===== src/rtl/i2c_pkg.sv =====
// I2C master engine shared definitions: command codes, phase states and
// the fixed SCL level of every phase.
package i2c_pkg;

   localparam logic [2:0] CMD_START = 3'd1;
   localparam logic [2:0] CMD_STOP  = 3'd2;
   localparam logic [2:0] CMD_WRITE = 3'd3;
   localparam logic [2:0] CMD_READ  = 3'd4;

   typedef enum logic [3:0] {
      IDLE,
      RS_LOW,
      START_SETUP,
      START_HOLD,
      BIT_LOW,
      BIT_HIGH,
      ACK_LOW,
      ACK_HIGH,
      STOP_LOW,
      STOP_SETUP,
      HELD
   } state_t;

   // SCL is released (1) in the setup/high phases and in IDLE.
   function automatic logic scl_level(input state_t s);
      case (s)
         IDLE, START_SETUP, START_HOLD, BIT_HIGH, ACK_HIGH, STOP_SETUP: return 1'b1;
         default: return 1'b0;
      endcase
   endfunction

   // Only IDLE and HELD are untimed resting states.
   function automatic logic is_timed(input state_t s);
      return !(s == IDLE || s == HELD);
   endfunction

   function automatic logic cmd_known(input logic [2:0] c);
      return (c == CMD_START) || (c == CMD_STOP) || (c == CMD_WRITE) || (c == CMD_READ);
   endfunction

endpackage


===== src/rtl/i2c_master_engine_phase_timer.sv =====
// Phase timer: captures the divisor at command acceptance and counts each
// phase from 0 to divisor, strobing phase_done on the last cycle.
// Optional clock stretching is enabled by defining I2C_CLOCK_STRETCH_EN.
module i2c_phase_timer #(
   parameter int CTR_WIDTH = 16
) (
   input  logic                 clk,
   input  logic                 rst,
   input  logic                 load,
   input  logic [CTR_WIDTH-1:0] divisor,
   input  logic                 run,
   input  logic                 scl_high,
   input  logic                 scl_in,
   output logic                 phase_done
);

   logic [CTR_WIDTH-1:0] count;
   logic [CTR_WIDTH-1:0] div_q;
   logic                 hold;
   logic                 at_end;

`ifdef I2C_CLOCK_STRETCH_EN
   // A slave holding SCL low freezes the count of a released-SCL phase.
   always_comb hold = scl_high && !scl_in;
`else
   logic unused_stretch;
   // SCL feedback is ignored when stretching is not built in.
   always_comb begin
      hold           = 1'b0;
      unused_stretch = scl_high ^ scl_in;
   end
`endif

   // Phase end detection and strobe.
   always_comb begin
      at_end     = (count == div_q);
      phase_done = run && !hold && at_end;
   end

   // Divisor capture and phase counter.
   always_ff @(posedge clk or posedge rst) begin
      if (rst) begin
         count <= '0;
         div_q <= '0;
      end else begin
         if (load) div_q <= divisor;
         if (!run || hold || at_end) count <= '0;
         else                        count <= count + 1'b1;
      end
   end

endmodule


===== src/rtl/i2c_master_engine.sv =====
// I2C master byte engine: executes START/STOP/WRITE/READ commands as a
// sequence of timed bus phases and reports each completion with a pulse.
// Clock stretching support is built in when I2C_CLOCK_STRETCH_EN is defined.
module i2c_master_engine
   import i2c_pkg::*;
#(
   parameter int CTR_WIDTH  = 16,
   parameter int DATA_WIDTH = 8
) (
   input  logic                  clk,
   input  logic                  rst,
   input  logic [CTR_WIDTH-1:0]  dbl_clock_divisor,
   input  logic                  cmd_valid,
   output logic                  cmd_ready,
   input  logic [2:0]            cmd,
   input  logic [DATA_WIDTH-1:0] cmd_data,
   input  logic                  cmd_nack,
   output logic                  rsp_valid,
   output logic [DATA_WIDTH-1:0] rsp_data,
   output logic                  rsp_ack,
   output logic                  rsp_err,
   output logic                  busy,
   output logic                  scl_out,
   output logic                  sda_out,
   input  logic                  scl_in,
   input  logic                  sda_in
);

   localparam int BW = $clog2(DATA_WIDTH + 1);

   state_t                state;
   state_t                state_nx;
   logic [2:0]            cmd_q;
   logic                  nack_q;
   logic [DATA_WIDTH-1:0] shreg;
   logic [BW-1:0]         bit_cnt;
   logic                  accept;
   logic                  cmd_err;
   logic                  last_bit;
   logic                  run;
   logic                  phase_done;

   i2c_phase_timer #(
      .CTR_WIDTH(CTR_WIDTH)
   ) u_timer (
      .clk       (clk),
      .rst       (rst),
      .load      (accept),
      .divisor   (dbl_clock_divisor),
      .run       (run),
      .scl_high  (scl_level(state)),
      .scl_in    (scl_in),
      .phase_done(phase_done)
   );

   // Handshake decode: unknown codes and bus commands without a START are errors.
   always_comb begin
      accept   = cmd_valid && cmd_ready;
      cmd_err  = !cmd_known(cmd) || (state == IDLE && cmd != CMD_START);
      last_bit = (bit_cnt == BW'(DATA_WIDTH - 1));
   end

   // State register.
   always_ff @(posedge clk or posedge rst) begin
      if (rst) state <= IDLE;
      else     state <= state_nx;
   end

   // Next-state logic: resting states branch on commands, timed states on phase_done.
   always_comb begin
      state_nx = state;
      case (state)
         IDLE: begin
            if (accept && !cmd_err) state_nx = START_SETUP;
         end
         HELD: begin
            if (accept && !cmd_err) begin
               case (cmd)
                  CMD_START: state_nx = RS_LOW;
                  CMD_STOP:  state_nx = STOP_LOW;
                  default:   state_nx = BIT_LOW;
               endcase
            end
         end
         RS_LOW:      if (phase_done) state_nx = START_SETUP;
         START_SETUP: if (phase_done) state_nx = START_HOLD;
         START_HOLD:  if (phase_done) state_nx = HELD;
         BIT_LOW:     if (phase_done) state_nx = BIT_HIGH;
         BIT_HIGH:    if (phase_done) state_nx = last_bit ? ACK_LOW : BIT_LOW;
         ACK_LOW:     if (phase_done) state_nx = ACK_HIGH;
         ACK_HIGH:    if (phase_done) state_nx = HELD;
         STOP_LOW:    if (phase_done) state_nx = STOP_SETUP;
         STOP_SETUP:  if (phase_done) state_nx = IDLE;
         default:     state_nx = IDLE;
      endcase
   end

   // Outputs decoded from the current state.
   always_comb begin
      cmd_ready = !is_timed(state);
      run       = is_timed(state);
      busy      = rsp_valid || run;
      scl_out   = scl_level(state);
      sda_out   = 1'b1;
      case (state)
         START_HOLD, HELD, STOP_LOW, STOP_SETUP: sda_out = 1'b0;
         BIT_LOW, BIT_HIGH: sda_out = (cmd_q == CMD_WRITE) ? shreg[DATA_WIDTH-1] : 1'b1;
         ACK_LOW, ACK_HIGH: sda_out = (cmd_q == CMD_READ) ? nack_q : 1'b1;
         default:           sda_out = 1'b1;
      endcase
   end

   // Command capture, bit shifting and completion reporting.
   always_ff @(posedge clk or posedge rst) begin
      if (rst) begin
         cmd_q     <= '0;
         nack_q    <= 1'b0;
         shreg     <= '0;
         bit_cnt   <= '0;
         rsp_valid <= 1'b0;
         rsp_data  <= '0;
         rsp_ack   <= 1'b0;
         rsp_err   <= 1'b0;
      end else begin
         rsp_valid <= 1'b0;
         if (accept) begin
            cmd_q   <= cmd;
            nack_q  <= cmd_nack;
            shreg   <= cmd_data;
            bit_cnt <= '0;
            if (cmd_err) begin
               rsp_valid <= 1'b1;
               rsp_err   <= 1'b1;
               rsp_ack   <= 1'b0;
               rsp_data  <= '0;
            end
         end
         if (phase_done) begin
            case (state)
               // Shifting on every bit serves both directions: WRITE moves the
               // next bit to the MSB, READ accumulates sda_in at the LSB.
               BIT_HIGH: begin
                  shreg   <= (shreg << 1) | DATA_WIDTH'(sda_in);
                  bit_cnt <= bit_cnt + 1'b1;
               end
               START_HOLD, STOP_SETUP: begin
                  rsp_valid <= 1'b1;
                  rsp_err   <= 1'b0;
                  rsp_ack   <= 1'b0;
                  rsp_data  <= '0;
               end
               ACK_HIGH: begin
                  rsp_valid <= 1'b1;
                  rsp_err   <= 1'b0;
                  rsp_ack   <= (cmd_q == CMD_READ) ? nack_q : sda_in;
                  rsp_data  <= (cmd_q == CMD_READ) ? shreg : '0;
               end
               default: ;
            endcase
         end
      end
   end

endmodule


===== config.mk =====
export PLATFORM = sky130hd
export DESIGN_NAME = i2c_master_engine
export DESIGN_NICKNAME = d
export VERILOG_FILES = /design/src/rtl/i2c_pkg.sv /design/src/rtl/i2c_master_engine_phase_timer.sv /design/src/rtl/i2c_master_engine.sv
export SDC_FILE = /design/constraint.sdc
export NUM_CORES = 1
export LEC_CHECK = 0
export ABC_CLOCK_PERIOD_IN_PS = 2000
export CORE_MARGIN = 3
export CORE_UTILIZATION = 45
export DETAILED_ROUTE_END_ITERATION = 6
export GPL_ROUTABILITY_DRIVEN = 1
export PLACE_DENSITY_LB_ADDON = 0.12
export SLEW_MARGIN = 10
export SYNTH_ARGS = -nofsm -noshare
export SYNTH_HDL_FRONTEND = slang
export SYNTH_SLANG_ARGS = --single-unit

===== constraint.sdc =====
create_clock -name clk -period 2 [get_ports clk]
set_clock_uncertainty 0.1 [all_clocks]
set_input_delay 0.2 -clock clk [delete_from_list [all_inputs] [get_ports clk]]
set_output_delay 0.2 -clock clk [all_outputs]
set_load 0.05 [all_outputs]

==> flow_metrics.tcl, run 1 <==
set metrics [dict create \
    cts-htree-levels 3 \
    cp-end-kind "flip-flop" \
    grt_start_max_net_pins 25 \
    syn_nets 317 \
    async_reset_ff_frac 1.00 \
    ys_warn_count 0 \
    die_x_um 89.7 \
    top_layer_used "met4" \
    clock-sinks 63 \
    grt_pass1_vias 2429 \
    grt_pass1_wl_um 11500 \
    critical_path_required_ns 2.14 \
    drt-total-wl_um 6730 \
    die_h_um 89.7 \
    grt_setup_unrepaired "yes" \
    clkPwrFrac 0.205 \
    vias_per_cell 5.15 \
    synth_area_per_cell_um2 11.2 \
    switching_share 0.357 \
    power_leakage_uw 0.00190 \
    layout.nets 401 \
    fin_crit_ns 2.05 \
    dieArea_um2 8050 \
    power.density_nw_per_um2 1440 \
    maxSlewHeadroom 0.664 \
    power_switching_uw 2240 \
    crit_arrival_ns 2.19 \
    synth_cell_types 44 \
    ir_drop_uv 681 \
    violations "negative setup slack" \
    synth.top_cell.area_share 0.500 \
    maxCapViolCount 0 \
    power_frac_seq 0.306 \
    synth_ff_type "dfrtp_1" \
    p_int_uw 4030 \
    stdcell_area_um2 4360 \
    synth_top_area_cell "dfrtp_1" \
    fin_crit_sh 1.03 \
    hold_viol_final 0 \
    r2r-end "state[0]$_DFFE_PP0P_" \
    finalPower_uw 6270 \
    core_area_um2 6570 \
    drive_gt1_frac 0.318 \
    synth_seq_area_share 0.500 \
    power_frac_comb 0.489 \
    clk_pin_slew_ns 0.07 \
    port_buffers 46 \
    place_congestion 0.796 \
    placed_area_um2 4020 \
    synth_area_leaders "dfrtp_1 (50%), mux2_2 (13%), xnor2_1 (7.5%)" \
    r2r-start "state[0]$_DFFE_PP0P_" \
    netlist_area_um2 3150 \
    cts_tree "done" \
    initial_core_util 0.480 \
    finalSetupViolations 4 \
    maxSlewViolCount 0 \
    hold_buffers 0 \
    overflow 0 \
    num_rows 29 \
    synth_edf_count 0 \
    r2r_cells 5 \
    diodes 0 \
    track_usage 0.178 \
    fin_ws_ns -0.0511 \
    reg2reg_slack_ns -0.05 \
    clkLatencyLatePin_ns 0.35 \
    wl_met3_um 327 \
    worst_slew_pin_slew_ns 0.502 \
    synth.ff_latch_count 63 \
    worstSetupStartpoint "state[0]$_DFFE_PP0P_" \
    routed-wl-met2_um 3410 \
    routedWlPerCell_um 14.5 \
    synthesis.instances 282 \
    min_path_type "in2async" \
    drt_iter0_markers 50 \
    max_freq_mhz 488 \
    postRouteAntennaNets 0 \
    cts_made_buffers 9 \
    crit_path_start_kind "flip-flop" \
    clk_path_buf_depth 2 \
    status "complete, but fails checks" \
    syn2layout_area_growth_pct 38.2 \
    antenna_found_initial 0 \
    first_pass_iters 4 \
    boundaryPins 48 \
    wl_met1_um 2910 \
    vias 2388 \
    crit_type "reg2reg" \
    cts-root-buf "clkbuf_8" \
    drcViolationCount 0 \
    critPathMaxFanout 3 \
    dp_hpwl_um 4870 \
]
## cells in the final DEF (no fill, tap or decap), types with 7 or more instances in the layout
cell type,instances
clkbuf_8,11
xnor2_1,25
nand2_1,14
dfrtp_1,63
mux2_2,36
inv_1,8
clkdlybuf4s50_1,42
buf_12,7
nor2_1,26
buf_4,37
nand3_1,10
a22o_1,10
## what timing repair did
action	CTS	global route
setup endpoints to repair	27	54
pin swaps	1	1
resized for setup	6	16
setup buffers	1	0
## area by class of cell
class                   instances  area, um2
fillers                       511       2210
clock inverters                 5       80.1
clock buffers                  11        151
flip-flops and latches         63       1580
repair buffers                 87        850
well taps                      93        116
inverters                      10       41.3
multi-input cells             195       1550
## per-layer routing
metal	vias to the layer above	GRT usage
met5	-	0
met4	0	0.0575
met3	8	0.0584
met2	52	0.289
met1	1172	0.225
li1	1156	-
## worst max path at each step
stage                                 to  slack, ns  depth (start not counted)
global route        state[0]$_DFFE_PP0P_      -0.09                          5
finish              state[0]$_DFFE_PP0P_      -0.05                          5
CTS                 state[1]$_DFFE_PP0P_      -0.04                          6
detailed placement  state[0]$_DFFE_PP0P_      -0.05                          6
floorplan           state[0]$_DFFE_PP0P_      -0.11                          6
global placement    state[0]$_DFFE_PP0P_      -0.03                          6
## logic make-up after synthesis
logic type | synth area share
buffers and inverters | 0.0369
and+or+nand+nor | 0.136
muxes | 0.148
AOI/OAI and AO/OA | 0.0801
xor gates and xnor gates | 0.0916
DFF | 0.500
adders and majority gates | 0.00793
## stage by stage
step | hold slack [ns] | setup WS [ns] | instances | setup TNS [ns] | utilization
2_1_floorplan | 0.251 | -0.108 | 282 | -0.129 | -
4_1_cts | 0.0957 | -0.0421 | 464 | -0.138 | 0.652
5_1_grt | 0.110 | -0.0944 | 464 | -0.516 | 0.664
3_5_place_dp | 0.393 | -0.0526 | 447 | -0.419 | 0.612
6_report | 0.0888 | -0.0511 | 464 | -0.110 | 0.664
3_3_place_gp | 0.387 | -0.0325 | 447 | -0.233 | 0.612
## critical path, cell delays in order (launching register included)
cell and delay (ns):
dfrtp_1 0.38, or4_4 0.54, o211a_1 0.14, or3_4 0.40, o21ai_4 0.07, mux2_4 0.30
## state kept, by name, indices dropped and copies added (netlist names)
register       flops
cmd_q              3
rsp_valid          1
u_timer.div_q     16
bit_cnt            4
u_timer.count     16
state              4
nack_q             1
rsp_err            1
rsp_data           8
rsp_ack            1
shreg              8
## Yosys cell counts (2+ instances only)
master / instances
nor4_1: 2
nor2_1: 27
and3_1: 4
a21oi_1: 3
nor3b_1: 4
o211ai_1: 2
ha_1: 2
inv_1: 10
o22ai_1: 2
buf_6: 2
nor2b_1: 2
nand3_1: 10
mux2i_1: 5
or2_2: 2
xnor2_1: 27
clkbuf_1: 4
nor3_1: 4
nand4_1: 5
mux2_2: 36
o21a_1: 2
nand2_1: 15
a22o_1: 10
buf_2: 6
dfrtp_1: 63
nand2b_1: 3
o21ai_0: 7
xor2_1: 6
## power groups by stage
stage / clock (uW) / sequential [uW] / combinational, uW
after floorplan: 0 / 1920 / 1870
after global placement: 0 / 1930 / 2800
after detailed placement: 0 / 1940 / 2850
after CTS: 1310 / 1920 / 2940
after global routing: 1370 / 1970 / 3290
final: 1280 / 1920 / 3070
(Power assumes the default switching activity.)
==> run 2, diff against run 1 <==
--- a/config.mk
+++ b/config.mk
@@ -5,6 +5,7 @@
 export SDC_FILE = /design/constraint.sdc
 export NUM_CORES = 1
 export LEC_CHECK = 0
+export ABC_AREA = 1
 export ABC_CLOCK_PERIOD_IN_PS = 2000
 export CORE_MARGIN = 3
 export CORE_UTILIZATION = 45
==> run 2 against run 1 <==
  * The run now ends clean
  * Total power decreased by 4.7%
  * Worst hold slack improved by 0.037 ns
  * Clock-buffer cell count decreased by 1
  * Critical path depth increased by 1
  * Register-to-register slack improved by 0.21 ns
  * Sequential cell count unchanged
  * Via count increased by 45%
  * Non-clock buffer count decreased by 17
  * Sequential power increased by 3%
  * Synthesized cell count increased by 91%
  * Largest cell class is now multi-input combinational cells
==> flow_metrics.tcl, run 2 <==
set metrics [dict create \
    initial_core_util 0.474 \
    clkPwrFrac 0.205 \
    netlist_area_um2 3740 \
    stdcell_count 706 \
    postRouteAntennaNets 0 \
    hold_viol_final 0 \
    top_regs "u_timer.count: 16 flops, u_timer.div_q: 16 flops" \
    clk_pin_slew_ns 0.07 \
    path_buf_inv 2 \
    overflow 0 \
    drt-total-wl_um 8810 \
    synth_edf_count 0 \
    status "complete, no violations" \
    cp-end-kind "primary output" \
    cts_tree "done" \
    min_path_type "in2async" \
    fin_crit_sh 0.977 \
    dieArea_um2 9430 \
    fin_crit_ns 1.95 \
    die_h_um 97.1 \
    maxSlewHeadroom 0.665 \
    dp_hpwl_um 6230 \
    diodes 0 \
    grt_pass1_wl_um 15400 \
    synth.most_common_cell "nand2_1" \
    synth.top_cell.area_share 0.422 \
    layout.nets 634 \
    syn2layout_area_growth_pct 24.6 \
    finalSetupViolations 0 \
    clk_path_buf_depth 2 \
    critical_path_required_ns 1.70 \
    crit_type "reg2out" \
    synth_common_cells "nand2_1 (236), dfrtp_1 (63), inv_1 (49)" \
    hold_buffers 0 \
    clock-sinks 63 \
    power_switching_uw 2530 \
    crit_path_start_kind "flip-flop" \
    layout_commonest_cell "nand2_1" \
    num_rows 32 \
    slowest_delay_ns 0.47 \
    critPathTopFamily "simple AND/OR/NAND/NOR gates" \
    cts-htree-levels 3 \
    antenna_found_initial 0 \
    grt.busiest_layer "met2" \
    track_usage 0.198 \
    register_area_um2 1580 \
    maxCapViolCount 0 \
    layout_common_cells "nand2_1 (236), dfrtp_1 (59), inv_1 (48)" \
    grt_start_max_net_pins 64 \
    post-route-util 0.590 \
    core_area_um2 7890 \
    dp.cells 684 \
    synth_cell_types 32 \
    syn_nets 573 \
    grt_pass1_vias 3312 \
    crit_arrival_ns 1.65 \
    cts-root-buf "clkbuf_8" \
    cp_cell_sequence "nor2_4 > nand2_2 > nand2_4 > inv_2 > or2_2 > buf_6" \
    synth_top_area_cell "dfrtp_1" \
    grt_setup_unrepaired "yes" \
    drt_iter0_markers 152 \
    ys_warn_count 0 \
    crit_slowest_cell "dfrtp_2" \
    async_reset_ff_frac 1.00 \
    vias 3461 \
    port_buffers 46 \
    switching_share 0.423 \
    clkLatencyLatePin_ns 0.35 \
    vias_per_cell 4.90 \
    p_int_uw 3450 \
    critPathMaxFanout 5 \
    power_frac_comb 0.464 \
    cts_made_buffers 9 \
    worst_slew_pin_slew_ns 0.501 \
    maxSlewViolCount 0 \
    drcViolationCount 0 \
    use_met2 0.335 \
    ir_drop_uv 1150 \
    max_freq_mhz 512 \
    die_x_um 97.1 \
    first_pass_iters 4 \
    multi_input_area_um2 1830 \
    power.density_nw_per_um2 1280 \
    synth_area_leaders "dfrtp_1 (42%), nand2_1 (24%), inv_1 (4.9%)" \
    boundaryPins 48 \
    synth.ff_latch_count 63 \
    fillCellCount 722 \
    synth_ff_type "dfrtp_1" \
    routedWlPerCell_um 12.5 \
    synthesis.instances 538 \
    synth_area_per_cell_um2 6.95 \
    grt_use_met1 0.249 \
    drive_gt1_frac 0.119 \
    power_leakage_uw 0.00235 \
    grt_use_met3 0.0467 \
    place_congestion 0.900 \
    synth_seq_area_share 0.422 \
    power_frac_seq 0.332 \
]
-- run 2: power by group through the flow --
stage | clock network (uW) | registers, uW | logic (uW)
6_report | 1220 | 1980 | 2770
5_1_grt | 1320 | 2030 | 3120
4_1_cts | 1250 | 1970 | 2720
3_5_place_dp | 0 | 1980 | 2610
3_3_place_gp | 0 | 1980 | 2570
2_1_floorplan | 0 | 1880 | 1940
-- run 2: timing repair --
action	CTS	global route
pin swaps	1	1
setup buffers	4	2
gates resized for setup	8	6
setup endpoints to repair	2	19
-- run 2: per-layer routing --
layer  vias up  wire length, um
met1      1582             3990
met4         0              119
met5         -                0
met2        73             4350
li1       1796                -
met3        10              349
-- run 2: worst min-delay path: cells and delay by family --
kind | cells | cell delay (ns)
buf+inv | 3 | 0.77
-- run 2: area by class of cell --
class	instances	area share
clock buffer	10	0.0274
sequential	63	0.340
timing repair buffer	70	0.150
inverter	55	0.0459
tap	102	0.0274
multi-input combinational	400	0.392
clock inverter	6	0.0180
-- run 2: cell families (layout without fill, tap and decap cells) --
group	Yosys count	count (layout)	synth area share
AND/OR/NAND/NOR	343	343	0.380
buffers and inverters	75	141	0.100
flip-flops	63	63	0.422
AO/OA/AOI/OAI	42	42	0.0609
XOR/XNOR	13	13	0.0305
adder cells (fa/ha/maj)	2	2	0.00669
-- run 2: path summary, 6_finish.rpt --
path	from	to	slack (ns)	depth (start not counted)
max in group asynchronous	rst	rsp_data[5]$_DFF_PP0_	1.38	3
min	rst	shreg[0]$_DFF_PP0_	0.13	3
max	state[0]$_DFFE_PP0P_	busy	0.05	6
min reg2reg	u_timer.div_q[3]$_DFFE_PP0N_	u_timer.div_q[3]$_DFFE_PP0N_	0.40	2
min in group clk	dbl_clock_divisor[3]	u_timer.div_q[3]$_DFFE_PP0N_	0.28	3
max reg2reg	state[0]$_DFFE_PP0P_	rsp_data[4]$_DFF_PP0_	0.16	11
-- run 2: through the flow --
step                setup slack (ns)  hold slack, ns  instance area [um2]  total power [uW]  setup TNS, ns
global placement               0.131           0.391                 4360              4550              0
CTS                           0.0171           0.154                 4620              5930              0
global route                 -0.0324           0.184                 4660              6470        -0.0446
detailed placement            0.0482           0.389                 4360              4600              0
floorplan                      0.130           0.210                 3740              3820              0
finish                        0.0451           0.126                 4660              5970              0
